===== config.mk =====
export PLATFORM = sky130hd
export DESIGN_NAME = if_fetch
export DESIGN_NICKNAME = d
export VERILOG_FILES = /design/src/rtl/if_fetch_pkg.sv /design/src/rtl/fetch_skid.sv /design/src/rtl/if_fetch.sv
export SDC_FILE = /design/constraint.sdc
export NUM_CORES = 1
export LEC_CHECK = 0
export CORE_MARGIN = 8
export CORE_UTILIZATION = 53
export DETAILED_ROUTE_END_ITERATION = 6
export HOLD_SLACK_MARGIN = 0.03
export PLACE_DENSITY = 0.81
export SYNTH_ARGS = -nofsm -noshare
export SYNTH_HDL_FRONTEND = slang
export SYNTH_SLANG_ARGS = --single-unit

===== constraint.sdc =====
create_clock -name clk -period 2.9 [get_ports clk]
set_clock_uncertainty 0.05 [all_clocks]
set_input_delay 0.435 -clock clk [delete_from_list [all_inputs] [get_ports clk]]
set_output_delay 0.435 -clock clk [all_outputs]
set_load 0.02 [all_outputs]

===== src/rtl/if_fetch_pkg.sv =====
// Shared fetch definitions: next-PC select codes, fetch FSM states
// and the default reset vector.
package if_fetch_pkg;

    localparam logic [31:0] DEF_RESET_PC = 32'h0000_3000;

    typedef enum logic [1:0] {
        SPC_NPC = 2'b00,
        SPC_JR  = 2'b01,
        SPC_PC4 = 2'b10
    } spc_e;

    typedef enum logic [1:0] {
        ST_IDLE = 2'b00,
        ST_REQ  = 2'b01,
        ST_WAIT = 2'b10
    } fetch_state_e;

    function automatic logic [31:0] word_align(input logic [31:0] a);
        return a & 32'hFFFF_FFFC;
    endfunction

endpackage


===== src/rtl/fetch_skid.sv =====
// One-entry skid buffer holding a fetch response that arrived
// while decode was stalled.
module fetch_skid (
    input  logic        clk,
    input  logic        reset,
    input  logic        push,
    input  logic        pop,
    input  logic [31:0] data_in,
    input  logic [31:0] pc4_in,
    output logic        valid,
    output logic [31:0] data,
    output logic [31:0] pc4
);

    always_ff @(posedge clk or negedge reset) begin
        if (!reset) begin
            valid <= 1'b0;
            data  <= 32'h0;
            pc4   <= 32'h0;
        end else if (push) begin
            valid <= 1'b1;
            data  <= data_in;
            pc4   <= pc4_in;
        end else if (pop) begin
            valid <= 1'b0;
        end
    end

endmodule


===== src/rtl/if_fetch.sv =====
// Instruction fetch stage: one-outstanding request/grant/rvalid
// fetch FSM feeding the IF/ID register.
module if_fetch
    import if_fetch_pkg::*;
#(
    parameter logic [31:0] RESET_PC = DEF_RESET_PC
) (
    input  logic        clk,
    input  logic        reset,
    input  logic [1:0]  S_PC,
    input  logic [31:0] npc_target,
    input  logic [31:0] jr_target,
    input  logic        IF_ID_flush,
    input  logic        stall,
    output logic        imem_req,
    output logic [31:0] imem_addr,
    input  logic        imem_gnt,
    input  logic        imem_rvalid,
    input  logic [31:0] imem_rdata,
    output logic [31:0] IR_D,
    output logic [31:0] PC4_D,
    output logic        valid_D
);

    fetch_state_e state, state_nxt;

    logic [31:0] pc, pc_nxt;
    logic [31:0] fetch_pc, fetch_pc4;
    logic [31:0] pend_pc, pend_pc_nxt;
    logic        pend_valid, pend_valid_nxt;
    logic        kill, kill_nxt;
    logic        redir;
    logic [31:0] target;
    logic        rsp_take;
    logic        skid_push, skid_pop, skid_valid;
    logic [31:0] skid_data, skid_pc4;

    // A full skid buffer holds off new requests.
    assign imem_req  = (state == ST_REQ) && !skid_valid;
    assign imem_addr = pc;
    assign fetch_pc4 = fetch_pc + 32'd4;

    assign redir = valid_D && !stall &&
                   (S_PC == SPC_NPC || S_PC == SPC_JR);
    assign target = word_align(
        (S_PC == SPC_JR) ? jr_target : npc_target);

    assign rsp_take = (state == ST_WAIT) && imem_rvalid &&
                      !kill && !IF_ID_flush;
    assign skid_push = rsp_take && stall;
    assign skid_pop  = skid_valid && (!stall || IF_ID_flush);

    fetch_skid u_skid (
        .clk     (clk),
        .reset   (reset),
        .push    (skid_push),
        .pop     (skid_pop),
        .data_in (imem_rdata),
        .pc4_in  (fetch_pc4),
        .valid   (skid_valid),
        .data    (skid_data),
        .pc4     (skid_pc4)
    );

    always_comb begin
        state_nxt = state;
        unique case (state)
            ST_IDLE: state_nxt = ST_REQ;
            ST_REQ: begin
                if (imem_req && imem_gnt)
                    state_nxt = ST_WAIT;
            end
            ST_WAIT: begin
                if (imem_rvalid)
                    state_nxt = ST_REQ;
            end
            default: state_nxt = ST_IDLE;
        endcase
    end

    // A redirect goes straight to pc unless a request is on the
    // bus, where the address must stay put; then it parks.
    always_comb begin
        pc_nxt         = pc;
        pend_pc_nxt    = pend_pc;
        pend_valid_nxt = pend_valid;
        if (redir && !imem_req) begin
            pc_nxt         = target;
            pend_valid_nxt = 1'b0;
        end else begin
            if (redir) begin
                pend_pc_nxt    = target;
                pend_valid_nxt = 1'b1;
            end
            if (imem_req && imem_gnt) begin
                pc_nxt = pc + 32'd4;
            end else if (pend_valid && !imem_req) begin
                pc_nxt         = pend_pc;
                pend_valid_nxt = 1'b0;
            end
        end
    end

    always_comb begin
        kill_nxt = kill;
        if (IF_ID_flush &&
            (imem_req || (state == ST_WAIT && !imem_rvalid)))
            kill_nxt = 1'b1;
        else if (state == ST_WAIT && imem_rvalid)
            kill_nxt = 1'b0;
    end

    always_ff @(posedge clk or negedge reset) begin
        if (!reset) begin
            state      <= ST_IDLE;
            pc         <= RESET_PC;
            fetch_pc   <= RESET_PC;
            pend_pc    <= 32'h0;
            pend_valid <= 1'b0;
            kill       <= 1'b0;
        end else begin
            state      <= state_nxt;
            pc         <= pc_nxt;
            pend_pc    <= pend_pc_nxt;
            pend_valid <= pend_valid_nxt;
            kill       <= kill_nxt;
            if (imem_req && imem_gnt)
                fetch_pc <= pc;
        end
    end

    always_ff @(posedge clk or negedge reset) begin
        if (!reset) begin
            IR_D    <= 32'h0;
            PC4_D   <= 32'h0;
            valid_D <= 1'b0;
        end else if (!stall) begin
            if (IF_ID_flush) begin
                IR_D    <= 32'h0;
                valid_D <= 1'b0;
            end else if (rsp_take) begin
                IR_D    <= imem_rdata;
                PC4_D   <= fetch_pc4;
                valid_D <= 1'b1;
            end else if (skid_valid) begin
                IR_D    <= skid_data;
                PC4_D   <= skid_pc4;
                valid_D <= 1'b1;
            end else begin
                IR_D    <= 32'h0;
                valid_D <= 1'b0;
            end
        end
    end

endmodule


; Word-level counts from Yosys, hierarchy flattened
; Index checks and enable logic that the tools add are counted.
[totals]
register_bits = 228
inputBits = 104
output_inout_bits = 98
word_cells = 76
[classes]
add_sub_neg = 2
n_eq_ne = 5
muxes = 23
bitwise_logic = 3
reduce_logical = 31
[ops]
columns = op, n
row1 = $mux 32, 9
row2 = $add 32x3->32 const B, 2
row3 = $logic_and 1x1->1, 13
row4 = $mux 1, 11
row5 = $logic_not 1->1, 6
row6 = $pmux 2 s3, 1
row7 = $reduce_bool 2->1, 3
row8 = $eq 2x1->1 const B, 2
row9 = $logic_not 2->1, 2
row10 = $mux 2, 2
row11 = $reduce_and 2->1, 2
row12 = $logic_or 1x1->1, 3
row13 = $not 1->1, 3
row14 = $reduce_and 3->1, 1
row15 = $reduce_bool 3->1, 1
row16 = $eq 2x2->1 const B, 1
row17 = $ne 2x1->1 const B, 1
row18 = $ne 2x2->1 const B, 1

; Depth between registers and ports, before layout
; Gate-level depths: netlist (run 1).
[depth]
ltp_word = 7
ltp_mapped = 9
ltp_nobuf = 6

; Cells and area by module
; From an unflattened synthesis (run 1), not the netlist that was laid out.
[hier_totals]
cells_unflattened = 1120
hier_area_um2 = 11178.2
[by_module_without_submodules]
columns = module, n_inst, cells_per_inst, area_per_inst_um2, seq_area_each_um2
row1 = if_fetch, 1, 982, 8563.2, 3983.8
row2 = fetch_skid, 1, 138, 2615.0, 1626.6

; Worst setup path before layout (run 1)
; Ideal clock, no wire load.
[synth_path]
path_type = reg-to-reg
start = reg pc[3] (netlist: imem_addr[3])
end = reg pc[20] (netlist: imem_addr[20])
setup_ps = 122
t_arrival_ps = 2021
required_ps = 2728
slack_ps = 707
path_stages_with_launch = 7
path_buffers = 0
cell_sequence = dfrtp_1 > ha_1 > nand4_1 > nor4_4 > nand3_1 > a21o_1 > a32o_1
[synth_via]
elab_chain_len = 3
[synth_lines]
columns = item, line_no
row1 = start: declaration, if_fetch.sv:27  ; logic [31:0] pc, pc_nxt;
row2 = start signal: assignment, if_fetch.sv:123  ; pc <= pc_nxt;
row3 = $add 32x3->32, if_fetch.sv:96  ; pc_nxt = pc + 32'd4;
row4 = $mux 32, if_fetch.sv:95  ; if (imem_req && imem_gnt) begin
row5 = $mux 32, if_fetch.sv:87  ; if (redir && !imem_req) begin
; Every way passes these cells.
; A chain may end at the register's enable or synchronous reset.

; Worst setup path after layout (run 1)
[layout_path]
start = reg state[1]
end = out imem_req
[layout_via]
elab_chain_len = 2
[layout_lines]
columns = item, line_no
row1 = start: declaration, if_fetch.sv:25  ; fetch_state_e state, state_nxt;
row2 = start signal: assignment, if_fetch.sv:122  ; state <= state_nxt;
row3 = $eq 2x1->1, if_fetch.sv:39  ; assign imem_req = (state == ST_REQ) && !skid_valid;
row4 = $logic_and 1x1->1, if_fetch.sv:39
row5 = end: declaration, if_fetch.sv:15  ; output logic imem_req,
; Every way passes these cells.

==> results.toml, run 1 <==
[clock_network]
tritoncts.num_buffers = 23
cts_num_sinks = 220
clk_latency_ps = 500
cts_buffer_depth = 3
cts_tree = "yes"
post_cts_buffers = 0
clock_tree.root_cell = "sky130_fd_sc_hd__clkbuf_16"
clkTransAtPathRegs_ps = 60
htree_num_levels = 1

[sta]
final-hold-violation-count = 0
final.hold.worst_slack_ps = 410
finalSetupViolCount = 0
post-route-period-util_pct = 93.3
rsz0062_at_grt = "false"
final.min_clock_period_ps = 2700
setup_tns_ps = 0
slew_headroom_pct = 39.7
report.final.slew_viol_count = 0
worst_pin_slew_ps = 905
maxClockFrequency_mhz = 370

[synth]
synth_top_cell_by_area = "sky130_fd_sc_hd__dfrtp_1"
netlist.area_leader.share_pct = 50.6
synthDistinctLibCells = 69
synth_area_leaders = "sky130_fd_sc_hd__dfrtp_1, sky130_fd_sc_hd__a21oi_1, sky130_fd_sc_hd__nand2_1"
netlist_top_cells_count = "sky130_fd_sc_hd__dfrtp_1, sky130_fd_sc_hd__nand2_1, sky130_fd_sc_hd__a21oi_1"
synth-seq-area-share_pct = 51.5
postSynthRegisterBits = 220
synth_enable_flop_cells = 0
yosysWarnings = 0
synth_top_flop_cell = "sky130_fd_sc_hd__dfrtp_1"
syn-mean-instance-area_um2 = 9.48
postSynthCellCount = 1128
synth_area_um2 = 10700
synth.most_common_cell = "sky130_fd_sc_hd__dfrtp_1"
ys_async_sr_fraction_pct = 100

[critical_path]
crit_end = "imem_req"
timing.critical_path.arrival_ps = 2220
timing.critical_path.fanout_max = 9
crit_type = "reg2out"
r2r-start = "state[1]$_DFFE_PN0P_"
worstReg2RegEnd = "imem_addr[23]$_DFFE_PN0P_"
data_required_critical_path_ps = 2410
slack_of_the_worst_reg_to_reg_path_ps = 570
worstSetupEndpointType = "output pin"
critical_path.startpoint = "state[1]$_DFFE_PN0P_"
timing.reg2reg.worst_path_depth = 6
cp-start-kind = "flop"

[cells_and_area]
final_cell_area_um2 = 13700
multi_input_comb_area_um2 = 4830
fillers = 1554
layout.area.seq_um2 = 5510
drive_above_1_share_pct = 10.5
final_nets = 1412
area_delta_synth_final_pct = 28.6
diodes = 0

[power]
power.switching_mw = 3.43
ir_drop_mv = 0.413
clock_power_share_pct = 27.3
seqPwrFrac_pct = 43.7
power_per_cell_area_nw_per_um2 = 740
combPwrFrac_pct = 29.0
p_int_mw = 6.75
sw_frac_of_total_pct = 33.7
power.leakage_nw = 6.14

[global_route]
grt_pass1_wl_mm = 47.6
grt_antenna_before_repair = 0
grt.total_usage_pct = 23.5
grt_pass1_vias = 9229
gr-total-overflow = 0
maximum_number_of_pins_on_one_net_before_global_route_repair = 73

[route]
routed_wirelength_mm = 29.2
drtIter0Drc = 799
route.detailed.drc = 0
wire_per_inst_um = 18.3
vias = 9173
drt_pass1_iterations = 7
route.detailed.vias_per_inst = 5.76
drt.antenna.violating_nets = 0

[placement]
placed_area_um2 = 13000
gp_routability_congestion = 0.928
port_buffers = 193
place_hpwl_mm = 20.7

[die]
floorplan.initialDensity_pct = 53.4
ioPinCount = 202
design.die.area_um2 = 25000
die_height_um = 158
die_w_um = 158
core.rowCount = 52
core_region_area_um2 = 20000

[worst_hold_path]
min_path_type = "in2async"

[status]
run_status = "completed"

[flow_run]
cap_viol_max_count = 0
## cells by family after synthesis
logic type | synth area share [%]
multiplexers | 7.21
AND/OR/NAND/NOR | 18.0
other | 0.0351
flip-flops | 51.5
XOR/XNOR | 2.95
adder cells (fa/ha/maj) | 0.234
buffers and inverters | 3.75
AO/OA/AOI/OAI | 16.3
## power groups by stage
stage | Clock, mW | Sequential [mW] | Combinational [mW]
2_1_floorplan | 0 | 4.50 | 1.63
3_3_place_gp | 0 | 4.44 | 2.84
3_5_place_dp | 0 | 4.48 | 2.92
4_1_cts | 2.83 | 4.43 | 2.95
5_1_grt | 2.94 | 4.54 | 3.24
6_report | 2.77 | 4.45 | 2.95
## how the worst min path moves through the flow
| stage | start | to | slack (ps) |
|---|---|---|---|
| after floorplan | reset | IR_D[0]$_DFFE_PN0N_ | 90 |
| after global placement | reset | IR_D[13]$_DFFE_PN0N_ | 370 |
| after detailed placement | reset | IR_D[13]$_DFFE_PN0N_ | 370 |
| after CTS | reset | IR_D[13]$_DFFE_PN0N_ | 410 |
| after global routing | IR_D[30]$_DFFE_PN0N_ | IR_D[30]$_DFFE_PN0N_ | 450 |
| final | reset | u_skid.data[1]$_DFFE_PN0P_ | 410 |
## worst max-delay path: stages, from the launching register on
cell	delay [ps]
sky130_fd_sc_hd__dfrtp_1	470
sky130_fd_sc_hd__or3b_4	490
sky130_fd_sc_hd__clkinv_4	130
sky130_fd_sc_hd__clkdlybuf4s50_1	630
## layout make-up
cell class | instances | area share (%)
Clock buffer | 35 | 4.95
Timing Repair Buffer | 232 | 16.9
Tap cell | 270 | 2.46
Multi-Input combinational cell | 821 | 35.1
Clock inverter | 6 | 0.255
Inverter | 8 | 0.255
Sequential cell | 220 | 40.1
## timing repair
item | in CTS | in global routing
hold buffers | 1 | 0
gates resized for setup | 0 | 1
setup endpoints to repair | 0 | 1
endpoints found under the hold margin | 42 | 0
## routing by layer
layer	wire length [um]	GRT usage (%)	part of all wire, %	up-vias
met5	0	0	0	-
met4	720	7.45	2.5	0
met3	2060	4.15	7.1	49
met2	14200	38.7	48	355
met1	12300	31.0	42	4431
li1	-	-	-	4338
## registers in the layout, indices dropped and copies added, names as in the netlist
signal and count:
IR_D 32, u_skid.data 32, PC4_D 30, fetch_pc 30
imem_addr 30, pend_pc 30, u_skid.pc4 30, state 2
kill 1, pend_valid 1, u_skid.valid 1, valid_D 1
## cells in the final DEF, fill, tap and decap left out, types with 23 or more instances in the layout
master / netlist / layout
sky130_fd_sc_hd__o21ai_0: 97 / 97
sky130_fd_sc_hd__nor2_1: 100 / 98
sky130_fd_sc_hd__clkdlybuf4s50_1: 0 / 192
sky130_fd_sc_hd__a21oi_1: 122 / 122
sky130_fd_sc_hd__mux2i_1: 32 / 32
sky130_fd_sc_hd__clkbuf_16: 0 / 23
sky130_fd_sc_hd__dfrtp_1: 216 / 216
sky130_fd_sc_hd__and3_1: 41 / 41
sky130_fd_sc_hd__nand3_1: 37 / 37
sky130_fd_sc_hd__buf_4: 4 / 31
sky130_fd_sc_hd__nand2_1: 159 / 159
sky130_fd_sc_hd__mux2_2: 40 / 40
## stage by stage
step / util [%] / std cells / power (mW) / setup slack (ps)
final: 68.6 / 1592 / 10.2 / 195
after global routing: 68.6 / 1592 / 10.7 / 113
after CTS: 68.6 / 1592 / 10.2 / 59.8
after detailed placement: 65.0 / 1550 / 7.41 / 223
after global placement: 65.0 / 1550 / 7.28 / 303
after floorplan: - / 1131 / 6.13 / 707
(Power assumes the default switching activity.)
==> run 2: changes to the inputs <==
CORE_UTILIZATION = 57   (was 53)
PLACE_DENSITY = 0.86   (was 0.81)
clock period = 3.4 ns   (was 2.9 ns; I/O delays follow)
==> run 2 against run 1 <==
Clock power decreased by 9.0%. Die area down 6.3%. Final cell count decreased by 3.3%. Largest cell class unchanged. Largest power group unchanged. Highest routed layer unchanged.
==> results.toml, run 2 (same netlist as run 1, synthesis figures left out) <==
[critical_path]
worstSetupEndpointType = "output pin"
data_required_critical_path_ps = 2840
worst_path_max_delay_cell = "sky130_fd_sc_hd__clkdlybuf4s50_1"
worstPathCellList = "or3b_1 > clkinv_4 > clkdlybuf4s50_1"
cp-start-kind = "flop"
timing.critical_path.arrival_ps = 2430
timing.critical_path.fanout_max = 13
cp_slowest_stage_delay_ps = 640
timing.reg2reg.worst_path_depth = 7
crit_type = "reg2out"

[clock_network]
clkTransAtPathRegs_ps = 60
cts_buffer_depth = 3
cts_num_sinks = 220
clock_tree.root_cell = "sky130_fd_sc_hd__clkbuf_16"
cts.repair.resized = 0
clk_latency_ps = 510
cts_tree = "yes"
tritoncts.num_buffers = 24
htree_num_levels = 1

[route]
routed_wirelength_mm = 30.0
drt_pass1_iterations = 5
vias = 9295
drtIter0Drc = 703
wire_per_inst_um = 19.5
route.detailed.vias_per_inst = 6.04
route.detailed.drc = 0
drt.antenna.violating_nets = 0

[die]
core_region_area_um2 = 18600
floorplan.initialDensity_pct = 57.5
ioPinCount = 202
design.die.area_um2 = 23400
core.rowCount = 50
die_w_um = 153
die_height_um = 153

[power]
combPwrFrac_pct = 27.9
ir_drop_mv = 0.419
power_per_cell_area_nw_per_um2 = 648
seqPwrFrac_pct = 43.5
sw_frac_of_total_pct = 34.0
clock_power_share_pct = 28.6
p_int_mw = 5.81
power.switching_mw = 3.00
power.leakage_nw = 6.07

[sta]
post-route-period-util_pct = 88.1
final-hold-violation-count = 0
rsz0062_at_grt = "false"
smallest_setup_slack_after_layout_ps = 406
final.min_clock_period_ps = 2990
maxClockFrequency_mhz = 334
report.final.slew_viol_count = 0
slew_headroom_pct = 26.1
final.hold.worst_slack_ps = 433
worst_pin_slew_ps = 1110
setup_tns_ps = 0
finalSetupViolCount = 0

[placement]
place_hpwl_mm = 20.5
pre_cts_slack_ps = 584
port_buffers = 193
gp_routability_congestion = 0.893

[worst_hold_path]
min_path_cells = 2
min_path_type = "reg2reg"

[status]
run_status = "completed"

[global_route]
grt_pass1_vias = 9325
maximum_number_of_pins_on_one_net_before_global_route_repair = 76
gr-total-overflow = 0
grt.total_usage_pct = 25.1
grt_antenna_before_repair = 0
grt_pass1_wl_mm = 49.0

[flow_run]
cap_viol_max_count = 0

[cells_and_area]
drive_above_1_share_pct = 9.49
fillers = 1282
final_nets = 1396
diodes = 0
top_flop_regs = "IR_D x32, u_skid.data x32"
mostFrequentLayoutCell = "sky130_fd_sc_hd__dfrtp_1"
layout_common_cells = "sky130_fd_sc_hd__dfrtp_1, sky130_fd_sc_hd__clkdlybuf4s50_1, sky130_fd_sc_hd__nand2_1, sky130_fd_sc_hd__a21oi_1, sky130_fd_sc_hd__nor2_1"
area_delta_synth_final_pct = 27.1
## run 2: cell types whose count changed in the layout (fill, tap and decap cells not counted), sizes merged
cell and delta:
buf -17, clkinv +4, clkbuf -3, bufinv +1, clkinvlp -1
## run 2: timing repair
action	CTS	global route
hold endpoints to repair	70	0
buffers inserted	0	0
hold buffers	1	0
## run 2: final cells by class
| cell class | count | area, um^2 | share of cell area, % |
|---|---|---|---|
| clock buffers | 32 | 682 | 5.02 |
| clock inverters | 10 | 77.6 | 0.571 |
| repair buffers | 215 | 2170 | 15.9 |
| flip-flops and latches | 220 | 5510 | 40.5 |
| multi-input cells | 821 | 4830 | 35.5 |
| inverters | 8 | 35.0 | 0.258 |
| well taps | 234 | 293 | 2.15 |
## run 2: final timing paths
kind                                            from                     endpoint  slack [ps]
worst min-delay path            PC4_D[4]$_DFFE_PN0P_         PC4_D[4]$_DFFE_PN0P_         430
worst max register to register  state[1]$_DFFE_PN0P_    imem_addr[11]$_DFFE_PN0P_         680
worst max-delay path            state[1]$_DFFE_PN0P_                     imem_req         410
worst min register to register  PC4_D[4]$_DFFE_PN0P_         PC4_D[4]$_DFFE_PN0P_         430
max in group asynchronous                      reset   u_skid.data[8]$_DFFE_PN0P_        1940
min in group asynchronous                      reset  u_skid.data[21]$_DFFE_PN0P_         520
## run 2: worst max-delay path: cells and delay by family, from the launching register on
family	cells	cell delay, ps
buf+inv	2	840
flops	1	460
simple gates	1	620
## run 2: power by group through the flow
stage	Clock, mW	Sequential (mW)	Combinational (mW)
CTS	2.54	3.82	2.46
detailed placement	0	3.85	2.42
global placement	0	3.81	2.34
floorplan	0	3.84	1.39
finish	2.52	3.83	2.46
global route	2.66	3.90	2.69
## run 2: per-stage QoR
step | cell area (um^2) | std cells | total power, mW | util, %
after floorplan | 10700 | 1131 | 5.23 | -
after global placement | 12800 | 1497 | 6.14 | 69.0
after detailed placement | 12800 | 1497 | 6.27 | 69.0
after CTS | 13600 | 1540 | 8.82 | 73.2
after global routing | 13600 | 1540 | 9.24 | 73.2
final | 13600 | 1540 | 8.81 | 73.2
## run 2: metal layers
| metal | GRT usage (%) | part of all wire, % | wire (um) |
|---|---|---|---|
| met5 | 0 | 0 | 0 |
| met4 | 7.63 | 2.8 | 852 |
| met3 | 5.07 | 7.0 | 2110 |
| met2 | 40.9 | 49 | 14500 |
| met1 | 33.3 | 42 | 12500 |
==> run 3: changes to the inputs <==
GPL_ROUTABILITY_DRIVEN = 1   (was not set)
==> results of run 3 <==
Same layout as run 2: the final DEF is identical, and so are final timing and power.
